--- config.mk ---
export PLATFORM = sky130hd
export DESIGN_NAME = yuv422_pack_pipe
export DESIGN_NICKNAME = d
export VERILOG_FILES = /design/src/rtl/yuv_pack_pkg.sv /design/src/rtl/chroma_422_resampler.sv /design/src/rtl/yuv422_pack_pipe.sv
export SDC_FILE = /design/constraint.sdc
export NUM_CORES = 1
export LEC_CHECK = 0
export BUFFER_PORTS_ARGS = -buffer_cell sky130_fd_sc_hd__buf_2
export CAP_MARGIN = 20
export CORE_ASPECT_RATIO = 1.25
export CORE_MARGIN = 2
export CORE_UTILIZATION = 51
export CTS_CLUSTER_DIAMETER = 50
export CTS_CLUSTER_SIZE = 25
export DETAILED_ROUTE_END_ITERATION = 8
export PLACE_DENSITY = 0.75
export SYNTH_ARGS = -nofsm -noshare
export SYNTH_HDL_FRONTEND = slang
export SYNTH_HIERARCHICAL = 1
export SYNTH_SLANG_ARGS = --single-unit
--- constraint.sdc ---
create_clock -name i_clk -period 1.87 [get_ports i_clk]
set_input_delay 0.0935 -clock i_clk [delete_from_list [all_inputs] [get_ports i_clk]]
set_output_delay 0.0935 -clock i_clk [all_outputs]
set_load 0.1 [all_outputs]
--- src/rtl/yuv_pack_pkg.sv ---
// Shared definitions for the YUV 4:2:2 / 4:4:4 output packer.
//   pack_mode_e      : output packing mode (MODE_422 / MODE_444)
//   SYNC_DLY_DEFAULT : default sync-to-data lead of the colour-space converter
//   bar_color()      : 75% colour bar Y/Cb/Cr, BT.601 limited range, 8-bit
package yuv_pack_pkg;

  typedef enum logic {
    MODE_422 = 1'b0,
    MODE_444 = 1'b1
  } pack_mode_e;

  localparam int unsigned SYNC_DLY_DEFAULT = 6;
  localparam int unsigned NUM_BARS         = 8;

  typedef struct packed {
    logic [7:0] y;
    logic [7:0] cb;
    logic [7:0] cr;
  } bar_ycc_t;

  // Order: white, yellow, cyan, green, magenta, red, blue, black.
  function automatic bar_ycc_t bar_color(input logic [2:0] idx);
    case (idx)
      3'd0:    return '{y: 8'd180, cb: 8'd128, cr: 8'd128};
      3'd1:    return '{y: 8'd162, cb: 8'd44,  cr: 8'd142};
      3'd2:    return '{y: 8'd131, cb: 8'd156, cr: 8'd44};
      3'd3:    return '{y: 8'd112, cb: 8'd72,  cr: 8'd58};
      3'd4:    return '{y: 8'd84,  cb: 8'd184, cr: 8'd198};
      3'd5:    return '{y: 8'd65,  cb: 8'd100, cr: 8'd212};
      3'd6:    return '{y: 8'd35,  cb: 8'd212, cr: 8'd114};
      default: return '{y: 8'd16,  cb: 8'd128, cr: 8'd128};
    endcase
  endfunction

endpackage

--- src/rtl/chroma_422_resampler.sv ---
// Chroma 4:2:2 resampler for one lane group: stage A capture, stage B pack.
// Ports:
//   i_clk, w_sysclk_arstn : clock, async active-low reset
//   i_avg                 : 1 = average chroma pairs, 0 = drop
//   i_de, i_y/i_u/i_v     : input pixels (pixel 0 in LSBs)
//   o_de, o_y/o_u/o_v     : stage B pixel, 4:4:4 passthrough
//   o_c                   : stage B 4:2:2 chroma per lane (Cb on even, Cr on odd)
module chroma_422_resampler
  import yuv_pack_pkg::*;
#(
  parameter int unsigned DW  = 8,
  parameter int unsigned PPC = 1
) (
  input  logic              i_clk,
  input  logic              w_sysclk_arstn,
  input  logic              i_avg,
  input  logic              i_de,
  input  logic [PPC*DW-1:0] i_y,
  input  logic [PPC*DW-1:0] i_u,
  input  logic [PPC*DW-1:0] i_v,
  output logic              o_de,
  output logic [PPC*DW-1:0] o_y,
  output logic [PPC*DW-1:0] o_u,
  output logic [PPC*DW-1:0] o_v,
  output logic [PPC*DW-1:0] o_c
);

  logic              ph_q;
  logic              a_de_q, a_ph_q;
  logic [PPC*DW-1:0] a_y_q, a_u_q, a_v_q;
  logic              b_de_q;
  logic [PPC*DW-1:0] b_y_q, b_u_q, b_v_q, b_c_q;
  logic [PPC*DW-1:0] c_d;
  logic [DW-1:0]     cr_hold_q;

  // Rounded mean computed one bit wider, then truncated.
  function automatic logic [DW-1:0] avg2(input logic [DW-1:0] a, input logic [DW-1:0] b);
    logic [DW:0] s;
    s = {1'b0, a} + {1'b0, b} + {{DW{1'b0}}, 1'b1};
    return s[DW:1];
  endfunction

  if (PPC == 1) begin : g_ppc1
    // Even pixel in stage A looks ahead at the input: a valid input is its odd
    // partner (phase restarts on every de gap); otherwise it is unpaired.
    always_comb begin
      c_d = a_u_q;
      if (a_ph_q) begin
        c_d = i_avg ? avg2(cr_hold_q, a_v_q) : a_v_q;
      end else if (i_avg && i_de) begin
        c_d = avg2(a_u_q, i_u);
      end
    end
  end else begin : g_ppc2
    // Both pixels of a pair arrive together.
    always_comb begin
      c_d = '0;
      c_d[DW-1:0]    = i_avg ? avg2(a_u_q[DW-1:0], a_u_q[2*DW-1:DW]) : a_u_q[DW-1:0];
      c_d[2*DW-1:DW] = i_avg ? avg2(a_v_q[DW-1:0], a_v_q[2*DW-1:DW]) : a_v_q[2*DW-1:DW];
    end
  end

  always_ff @(posedge i_clk or negedge w_sysclk_arstn) begin
    if (!w_sysclk_arstn) begin
      ph_q      <= 1'b0;
      a_de_q    <= 1'b0;
      a_ph_q    <= 1'b0;
      a_y_q     <= '0;
      a_u_q     <= '0;
      a_v_q     <= '0;
      cr_hold_q <= '0;
      b_de_q    <= 1'b0;
      b_y_q     <= '0;
      b_u_q     <= '0;
      b_v_q     <= '0;
      b_c_q     <= '0;
    end else begin
      ph_q   <= i_de ? ~ph_q : 1'b0;
      a_de_q <= i_de;
      a_ph_q <= ph_q;
      a_y_q  <= i_y;
      a_u_q  <= i_u;
      a_v_q  <= i_v;
      // Even pixel's Cr is kept for the odd pixel's average.
      if (a_de_q && !a_ph_q) begin
        cr_hold_q <= a_v_q[DW-1:0];
      end
      b_de_q <= a_de_q;
      b_y_q  <= a_y_q;
      b_u_q  <= a_u_q;
      b_v_q  <= a_v_q;
      b_c_q  <= c_d;
    end
  end

  assign o_de = b_de_q;
  assign o_y  = b_y_q;
  assign o_u  = b_u_q;
  assign o_v  = b_v_q;
  assign o_c  = b_c_q;

endmodule

--- src/rtl/yuv422_pack_pipe.sv ---
// HDMI output packer: YCbCr 4:4:4 in, 4:2:2 or 4:4:4 words out, sync
// re-alignment, output sync polarity, frame counter and LED heartbeat.
// Optional macro YUV_PACK_TPG_EN adds i_tpg_en / BAR_W and a 75% colour bar
// generator replacing the input pixels.
// Ports:
//   i_clk, w_sysclk_arstn      : pixel clock, async active-low reset
//   i_vs, i_hs                 : active-high syncs leading data by SYNC_DLY
//   i_de, i_y, i_u, i_v        : converter pixels, pixel 0 in LSBs
//   i_mode, i_chroma_avg       : 4:2:2/4:4:4, drop/average; latched on i_vs rise
//   o_vs, o_hs, o_de, o_data   : aligned syncs and packed pixels
//   o_frame_cnt, o_led         : completed frames, heartbeat bit
module yuv422_pack_pipe
  import yuv_pack_pkg::*;
#(
  parameter int unsigned DW           = 8,
  parameter int unsigned PPC          = 1,
  parameter int unsigned SYNC_DLY     = SYNC_DLY_DEFAULT,
  parameter bit          OUT_SYNC_INV = 1'b1,
  parameter int unsigned FCNT_W       = 12,
  parameter int unsigned LED_BIT      = 6
`ifdef YUV_PACK_TPG_EN
  ,
  parameter int unsigned BAR_W        = 240
`endif
) (
  input  logic                i_clk,
  input  logic                w_sysclk_arstn,
`ifdef YUV_PACK_TPG_EN
  input  logic                i_tpg_en,
`endif
  input  logic                i_vs,
  input  logic                i_hs,
  input  logic                i_de,
  input  logic [PPC*DW-1:0]   i_y,
  input  logic [PPC*DW-1:0]   i_u,
  input  logic [PPC*DW-1:0]   i_v,
  input  logic                i_mode,
  input  logic                i_chroma_avg,
  output logic                o_vs,
  output logic                o_hs,
  output logic                o_de,
  output logic [PPC*3*DW-1:0] o_data,
  output logic [FCNT_W-1:0]   o_frame_cnt,
  output logic                o_led
);

  localparam int unsigned SyncLen = SYNC_DLY + 3;

  logic [SyncLen-1:0] vs_sr_q, hs_sr_q;
  logic               vs_prev_q, vs_int_prev_q, armed_q, avg_q;
  pack_mode_e         mode_q;
  logic [FCNT_W-1:0]  fcnt_q;
  logic               out_de_q;
  logic [PPC*3*DW-1:0] out_data_q, data_d;
  logic               vs_rise, vs_int, de_in;
  logic [PPC*DW-1:0]  y_in, u_in, v_in;
  logic               b_de;
  logic [PPC*DW-1:0]  b_y, b_u, b_v, b_c;

  assign vs_rise = i_vs & ~vs_prev_q;
  assign vs_int  = vs_sr_q[SyncLen-1];
  // Nothing enters the pipe until a frame start has been seen after reset.
  assign de_in   = i_de & armed_q;

`ifdef YUV_PACK_TPG_EN
  logic       tpg_q;
  logic [15:0] bar_pos_q;
  logic [2:0] bar_idx_q;
  bar_ycc_t   bar;
  logic [DW-1:0] tpg_y, tpg_u, tpg_v;

  // Bar index advances every BAR_W pixels (BAR_W assumed a multiple of PPC)
  // and saturates on the last bar.
  always_ff @(posedge i_clk or negedge w_sysclk_arstn) begin
    if (!w_sysclk_arstn) begin
      bar_pos_q <= '0;
      bar_idx_q <= '0;
    end else if (!i_de) begin
      bar_pos_q <= '0;
      bar_idx_q <= '0;
    end else if (32'(bar_pos_q) + PPC >= BAR_W) begin
      bar_pos_q <= '0;
      if (bar_idx_q != 3'd7) bar_idx_q <= bar_idx_q + 3'd1;
    end else begin
      bar_pos_q <= bar_pos_q + 16'(PPC);
    end
  end

  assign bar   = bar_color(bar_idx_q);
  assign tpg_y = DW'(bar.y) << (DW - 8);
  assign tpg_u = DW'(bar.cb) << (DW - 8);
  assign tpg_v = DW'(bar.cr) << (DW - 8);
  assign y_in  = tpg_q ? {PPC{tpg_y}} : i_y;
  assign u_in  = tpg_q ? {PPC{tpg_u}} : i_u;
  assign v_in  = tpg_q ? {PPC{tpg_v}} : i_v;
`else
  assign y_in = i_y;
  assign u_in = i_u;
  assign v_in = i_v;
`endif

  // Frame-level controls only change at a frame start.
  always_ff @(posedge i_clk or negedge w_sysclk_arstn) begin
    if (!w_sysclk_arstn) begin
      vs_prev_q <= 1'b0;
      armed_q   <= 1'b0;
      mode_q    <= MODE_422;
      avg_q     <= 1'b0;
`ifdef YUV_PACK_TPG_EN
      tpg_q     <= 1'b0;
`endif
    end else begin
      vs_prev_q <= i_vs;
      if (vs_rise) begin
        armed_q <= 1'b1;
        mode_q  <= pack_mode_e'(i_mode);
        avg_q   <= i_chroma_avg;
`ifdef YUV_PACK_TPG_EN
        tpg_q   <= i_tpg_en;
`endif
      end
    end
  end

  chroma_422_resampler #(
    .DW  (DW),
    .PPC (PPC)
  ) u_resampler (
    .i_clk          (i_clk),
    .w_sysclk_arstn (w_sysclk_arstn),
    .i_avg          (avg_q),
    .i_de           (de_in),
    .i_y            (y_in),
    .i_u            (u_in),
    .i_v            (v_in),
    .o_de           (b_de),
    .o_y            (b_y),
    .o_u            (b_u),
    .o_v            (b_v),
    .o_c            (b_c)
  );

  always_comb begin
    data_d = '0;
    if (b_de) begin
      for (int p = 0; p < PPC; p++) begin
        if (mode_q == MODE_444) begin
          data_d[p*3*DW +: 3*DW] = {b_v[p*DW +: DW], b_u[p*DW +: DW], b_y[p*DW +: DW]};
        end else begin
          data_d[p*2*DW +: 2*DW] = {b_c[p*DW +: DW], b_y[p*DW +: DW]};
        end
      end
    end
  end

  always_ff @(posedge i_clk or negedge w_sysclk_arstn) begin
    if (!w_sysclk_arstn) begin
      vs_sr_q       <= '0;
      hs_sr_q       <= '0;
      vs_int_prev_q <= 1'b0;
      fcnt_q        <= '0;
      out_de_q      <= 1'b0;
      out_data_q    <= '0;
    end else begin
      vs_sr_q       <= {vs_sr_q[SyncLen-2:0], i_vs};
      hs_sr_q       <= {hs_sr_q[SyncLen-2:0], i_hs};
      vs_int_prev_q <= vs_int;
      if (vs_int_prev_q && !vs_int) begin
        fcnt_q <= fcnt_q + FCNT_W'(1);
      end
      out_de_q   <= b_de;
      out_data_q <= data_d;
    end
  end

  assign o_vs        = vs_int ^ OUT_SYNC_INV;
  assign o_hs        = hs_sr_q[SyncLen-1] ^ OUT_SYNC_INV;
  assign o_de        = out_de_q;
  assign o_data      = out_data_q;
  assign o_frame_cnt = fcnt_q;
  assign o_led       = fcnt_q[LED_BIT];

endmodule
==> flow_metrics.tcl, run 1 <==
set metrics [dict create \
    status "finished with violations" \
    violations "setup timing" \
    fp.dieArea_mm2 0.01014 \
    core_area_mm2 0.009125 \
    ys_warn_count 6 \
    p_leak_nw 3.102 \
    synthArstFlopShare_pct 100.0 \
    p_clk_share_pct 40.1 \
    cellPowerDensity_mw_per_mm2 1284 \
    antenna_left 0 \
    cts.sinks 127 \
    synth_area_leaders "dfrtp_1, ha_1, mux2_2" \
    gp_congestion 0.9392 \
    synth_nets 390 \
    grt_usage_pct 20.33 \
    hold_viol_final 0 \
    numCtsBuffers 17 \
    cts.clk_slew.worst_paths_ns 0.06 \
    avgSynthCellArea_um2 13.94 \
    nFillCells 627 \
    viasPerCell 5.139 \
    p_int_mw 5.576 \
    drt_iter0_drc 162 \
    p_switching_mw 2.666 \
    cts_root_buf "clkbuf_16" \
    drc 0 \
    post-route-period-util_pct 101.0 \
    fin_skew_ns 0.008277 \
    critPathKind "flop to flop" \
    vias 3135 \
    final_util_pct 70.36 \
    relSlewSlack_pct 51.60 \
    synth_cell_types 52 \
    first_pass_iters 4 \
    io_buffers 70 \
    setup-violations-final 1 \
    synth-main-ff-cell "dfrtp_1" \
    postPlaceCellArea_mm2 0.005409 \
    ir_drop_v 0.0006129 \
    cp.arrival_ns 2.24 \
    p_comb_share_pct 21.0 \
    cp-start-kind "flop" \
    syn_area_mm2 0.004766 \
    synth_area_leader_cell "dfrtp_1" \
    sw_frac_of_total_pct 32.35 \
    dieHeight_um 112.1 \
    antenna_found_initial 0 \
    wl_mm 9.439 \
    fin_ws_ns -0.01791 \
    worst_hold_path_type "primary input to flop" \
    wire_per_inst_um 15.47 \
    endpoint_kind "flop" \
    clock_path_buffers 2 \
    finalNetCount 522 \
    grt_pass1_vias 3359 \
    slowest_stage "or4b_1" \
    synth_top_cell_area_share_pct 66.68 \
    fin_crit_ns 1.888 \
    rsz0062_at_grt "true" \
    yosysSeqAreaShare_pct 66.68 \
    grt_max_degree 46 \
    insertion_delay_ns 0.41 \
    synth-seq-cells 127 \
    slowest_delay_ns 0.49 \
    crit_path_cell_trace "nor2_2 -> fa_2 -> nor2b_4 -> o31a_1 -> or4b_1 -> a41oi_2 -> o211a_1" \
    die_width_um 90.46 \
    grt.overflow.total 0 \
    synth_edf_count 0 \
    max_freq_mhz 529.7 \
    cap_violations 0 \
    syn_to_final_growth_pct 34.71 \
    worst_ep_required_time_ns 2.22 \
    worst_slew_pin_slew_ns 0.7259 \
    initial_core_util_pct 52.23 \
    cts_tree "done" \
    place_hpwl_mm 6.120 \
    syn_inst 342 \
    grt_first_pass_wirelength_mm 15.88 \
    crit_fanout 3 \
    num_rows 39 \
    boundaryPins 71 \
    drive_gt1_share_pct 33.06 \
    fin_area_mm2 0.006420 \
    pwr-share-seq_pct 38.9 \
    diodes 0 \
    slew_viol_final 0 \
    h-tree-depth 4 \
]
sequential cells by signal, summed over array words and instances (netlist names), 8 cells and up:
name                   count
hs_sr_q                    9
o_data                    24
o_frame_cnt               12
u_resampler/a_u_q          8
u_resampler/a_v_q          8
u_resampler/a_y_q          8
u_resampler/cr_hold_q      8
u_resampler/o_c            8
u_resampler/o_u            8
u_resampler/o_v            8
u_resampler/o_y            8
vs_sr_q                    9
final timing paths:
check / cells after the start / from / to / slack [ns]
worst max-delay path: 7 / u_resampler/a_u_q[0] / u_resampler/o_c[5] / -0.02
max in group asynchronous: 3 / w_sysclk_arstn / u_resampler/cr_hold_q[3] / 1.02
worst min-delay path: 2 / i_de / u_resampler/a_de_q / 0.07
worst max register to register: 7 / u_resampler/a_u_q[0] / u_resampler/o_c[5] / -0.02
min in group asynchronous: 2 / w_sysclk_arstn / hs_sr_q[8] / 0.21
worst min register to register: 0 / vs_sr_q[3] / vs_sr_q[4] / 0.35
per-stage QoR:
| stage | setup TNS [ns] | hold slack, ns | power, mW | instances | worst slack (ns) |
|---|---|---|---|---|---|
| detailed placement | -0.04647 | 0.1240 | 4.874 | 543 | -0.02577 |
| finish | -0.01791 | 0.07497 | 8.242 | 610 | -0.01791 |
| CTS | -0.02703 | 0.04708 | 8.283 | 606 | -0.02703 |
| global placement | 0 | 0.1184 | 4.827 | 543 | 0.002183 |
| floorplan | -0.007652 | -0.2021 | 4.460 | 342 | -0.007652 |
| global route | -0.1656 | 0.05962 | 8.581 | 610 | -0.05045 |
timing repair:
item,CTS,global route
endpoints found under the hold margin,69,0
buffers inserted,2,4
setup endpoints to repair,2,5
pin swaps,3,4
gates resized for setup,4,9
hold buffers,29,0
layer usage:
metal / vias up / GRT usage (%) / routed length (µm)
met5: - / 0 / 0
met4: 0 / 9.538 / 237
li1: 1456 / - / -
met2: 97 / 34.78 / 5010
met1: 1565 / 23.64 / 3798
met3: 17 / 5.906 / 393
cell type report:
| type | count | area (µm²) | share of cell area (%) |
|---|---|---|---|
| inverters | 11 | 41.29 | 0.6431 |
| clock inverters | 13 | 153.9 | 2.397 |
| clock buffers | 19 | 452.9 | 7.055 |
| flip-flops and latches | 127 | 3178 | 49.50 |
| multi-input cells | 193 | 1578 | 24.58 |
| well taps | 123 | 153.9 | 2.397 |
| repair buffers | 124 | 862.1 | 13.43 |
Yosys cell counts, types with 9 or more instances:
cell type and count:
a21oi_1 9, inv_1 11, mux2i_1 12, o21ai_0 11, ha_1 15, and3_1 11, nor2_1 14, dfrtp_1 127
mux2_2 12, nor2b_1 14, nand2_1 13, and2_1 11
critical path: cells and delay by family (launching register included):
| kind | cells | cell delay, ns |
|---|---|---|
| compound gates | 3 | 0.55 |
| flops | 1 | 0.40 |
| simple gates | 3 | 0.64 |
| fa+ha+maj | 1 | 0.24 |
power by group through the flow:
| stage | Combinational (mW) | Sequential, mW | Clock (mW) |
|---|---|---|---|
| final | 1.73 | 3.20 | 3.31 |
| after global routing | 1.84 | 3.24 | 3.51 |
| after CTS | 1.70 | 3.20 | 3.38 |
| after detailed placement | 1.63 | 3.25 | 0 |
| after global placement | 1.60 | 3.23 | 0 |
| after floorplan | 0.558 | 3.90 | 0 |
placed cells by master (no fill, tap or decap), types with 3 or more instances in the layout:
cell,Yosys,routed
dfrtp_1,127,127
buf_2,2,68
dlygate4sd3_1,0,29
buf_4,1,24
clkbuf_16,0,17
nor2b_1,14,13
nor2_1,14,13
nand2_1,13,13
mux2i_1,12,12
mux2_2,12,12
ha_1,15,12
and3_1,11,11
and2_1,11,11
o21ai_0,11,11
inv_1,11,10
xor2_1,8,8
a21oi_1,9,8
xnor2_1,7,7
nor3_1,4,4
inv_6,0,4
clkinv_4,0,4
nor4_2,3,3
o211ai_1,3,3
a21o_1,3,3
a211oi_1,4,3
nand2b_1,3,3
ha_4,0,3
cell families after synthesis:
kind of cell / Yosys count / share of synthesized area [%]
AND/OR/NAND/NOR: 86 / 11.00
buffers and inverters: 22 / 1.890
XOR/XNOR: 15 / 2.757
adder cells (fa/ha/maj): 17 / 4.778
flip-flops: 127 / 66.68
multiplexers: 24 / 5.356
AO/OA/AOI/OAI: 51 / 7.535
Note: power is estimated with default switching activity, not from simulation.
==> run 2: changes to the inputs <==
Settings changed: CORE_ASPECT_RATIO 1.25 to 0.9.
==> flow_metrics.tcl, run 2 (synthesis results as in run 1) <==
set metrics [dict create \
    cts.sinks 127 \
    relSlewSlack_pct 57.10 \
    antenna_found_initial 0 \
    fin_ws_ns -0.1070 \
    die_width_um 105.9 \
    cts_tree "done" \
    reg2reg_to "u_resampler/o_c[7]" \
    antenna_left 0 \
    nFillCells 637 \
    crit_fanout 4 \
    power_mw 8.041 \
    hold_viol_final 0 \
    first_pass_iters 5 \
    slowest_stage "dfrtp_1" \
    gp_congestion 0.9428 \
    rr_startpoint "u_resampler/a_u_q[1]" \
    h-tree-depth 4 \
    crit_family "compound AO/OA/AOI/OAI gates" \
    cts_setup_buffers 0 \
    boundaryPins 71 \
    grt_usage_pct 20.49 \
    num_rows 33 \
    setup-violations-final 2 \
    stdcell_count 604 \
    max_freq_mhz 505.8 \
    grt.overflow.total 0 \
    largest_reg_flops 24 \
    status "finished with violations" \
    critPathKind "flop to flop" \
    grt_first_pass_wirelength_mm 15.57 \
    layout_commonest_cell "dfrtp_1" \
    wire_per_inst_um 15.67 \
    worst_ep_required_time_ns 2.28 \
    final_cell_mix "dfrtp_1, buf_2, dlygate4sd3_1" \
    drive_gt1_share_pct 31.33 \
    finalNetCount 517 \
    fp.dieArea_mm2 0.01013 \
    diodes 0 \
    cts.clk_slew.worst_paths_ns 0.07 \
    post-route-period-util_pct 105.7 \
    cp-start-kind "flop" \
    insertion_delay_ns 0.52 \
    dpl.cell_count 541 \
    worst-path-buf-inv 2 \
    ir_drop_v 0.001089 \
    vias 3110 \
    endpoint_kind "flop" \
    fin_crit_ns 1.977 \
    rsz0062_at_grt "true" \
    rrSetupSlack_ns -0.11 \
    cap_violations 0 \
    grt_pass1_vias 3153 \
    tns_ns -0.1928 \
    drc 0 \
    core_area_mm2 0.009084 \
    clock_path_buffers 2 \
    fin_skew_ns 0.007654 \
    worst_slew_pin_slew_ns 0.6435 \
    p_leak_nw 3.058 \
    viasPerCell 5.149 \
    grt_max_degree 51 \
    numCtsBuffers 17 \
    whs_ns 0.1132 \
    dieHeight_um 95.71 \
    drt_iter0_drc 184 \
    wl_mm 9.464 \
    crit_path_cell_trace "inv_2 -> fa_2 -> nor2b_4 -> o31a_1 -> buf_4 -> o211ai_1 -> and3_1 -> o41ai_2" \
    violations "setup timing" \
    cp.arrival_ns 2.38 \
    reg2reg_depth 8 \
    place_hpwl_mm 6.000 \
    worst_hold_path_type "primary input to asynchronous set/reset pin" \
    slowest_delay_ns 0.41 \
    cellPowerDensity_mw_per_mm2 1273 \
    io_buffers 70 \
    pre_cts_ws_ns -0.1063 \
    cts_root_buf "clkbuf_8" \
    syn_to_final_growth_pct 32.58 \
    slew_viol_final 0 \
    initial_core_util_pct 52.47 \
]
[run 2: cell count changes in the layout (fill, tap and decap cells not counted), sizes merged]
cell,previous run,this run
dlygate4sd3,29,31
clkbuf,19,17
bufinv,2,0
clkinvlp,1,0
clkinv,5,6
buf,95,88
inv,16,20
[run 2: layout make-up]
| cell class | count | area (µm²) | area share, % |
|---|---|---|---|
| timing repair buffer | 119 | 810.8 | 12.83 |
| inverter | 11 | 41.29 | 0.6535 |
| clock inverter | 15 | 168.9 | 2.673 |
| multi-input combinational | 193 | 1553 | 24.57 |
| sequential | 127 | 3178 | 50.30 |
| clock buffer | 17 | 414.1 | 6.554 |
| tap | 122 | 152.6 | 2.416 |
[run 2: how the worst max path moves through the flow]
stage	start	endpoint	cells past startpoint
after global routing	u_resampler/a_u_q[1]	u_resampler/o_c[7]	8
after detailed placement	u_resampler/a_u_q[1]	u_resampler/o_c[7]	8
after global placement	u_resampler/a_u_q[0]	u_resampler/o_c[5]	7
final	u_resampler/a_u_q[1]	u_resampler/o_c[7]	8
after CTS	u_resampler/a_u_q[0]	u_resampler/o_c[5]	7
after floorplan	u_resampler/a_u_q[0]	u_resampler/o_c[5]	7
[run 2: worst reg2reg max path, stage by stage (launching register included)]
cell and delay (ns):
dfrtp_1 0.41, inv_2 0.07, fa_2 0.40, nor2b_4 0.14, o31a_1 0.16, buf_4 0.13
o211ai_1 0.10, and3_1 0.22, o41ai_2 0.24
[run 2: repair_timing]
item | in CTS | in global routing
hold buffers | 31 | 0
hold endpoints to repair | 156 | 0
endpoints found under the setup margin | 3 | 5
resized for setup | 3 | 7
pin swaps | 1 | 1
[run 2: layer usage]
| layer | share of wire [%] | global-route usage [%] |
|---|---|---|
| met1 | 44 | 26.80 |
| met2 | 50 | 33.60 |
| met3 | 4.7 | 5.687 |
| met5 | 0 | 0 |
| met4 | 1.9 | 6.908 |
[run 2: stage by stage]
stage               cell area, µm²  utilization [%]
floorplan                     4783                -
finish                        6319            69.56
CTS                           6296            69.31
global placement              5388            59.31
global route                  6319            69.56
detailed placement            5388            59.31
[run 2: report_power, final]
group / switching (mW) / internal [mW]
registers: 0.209 / 2.99
clock network: 1.40 / 1.73
logic: 1.22 / 0.498
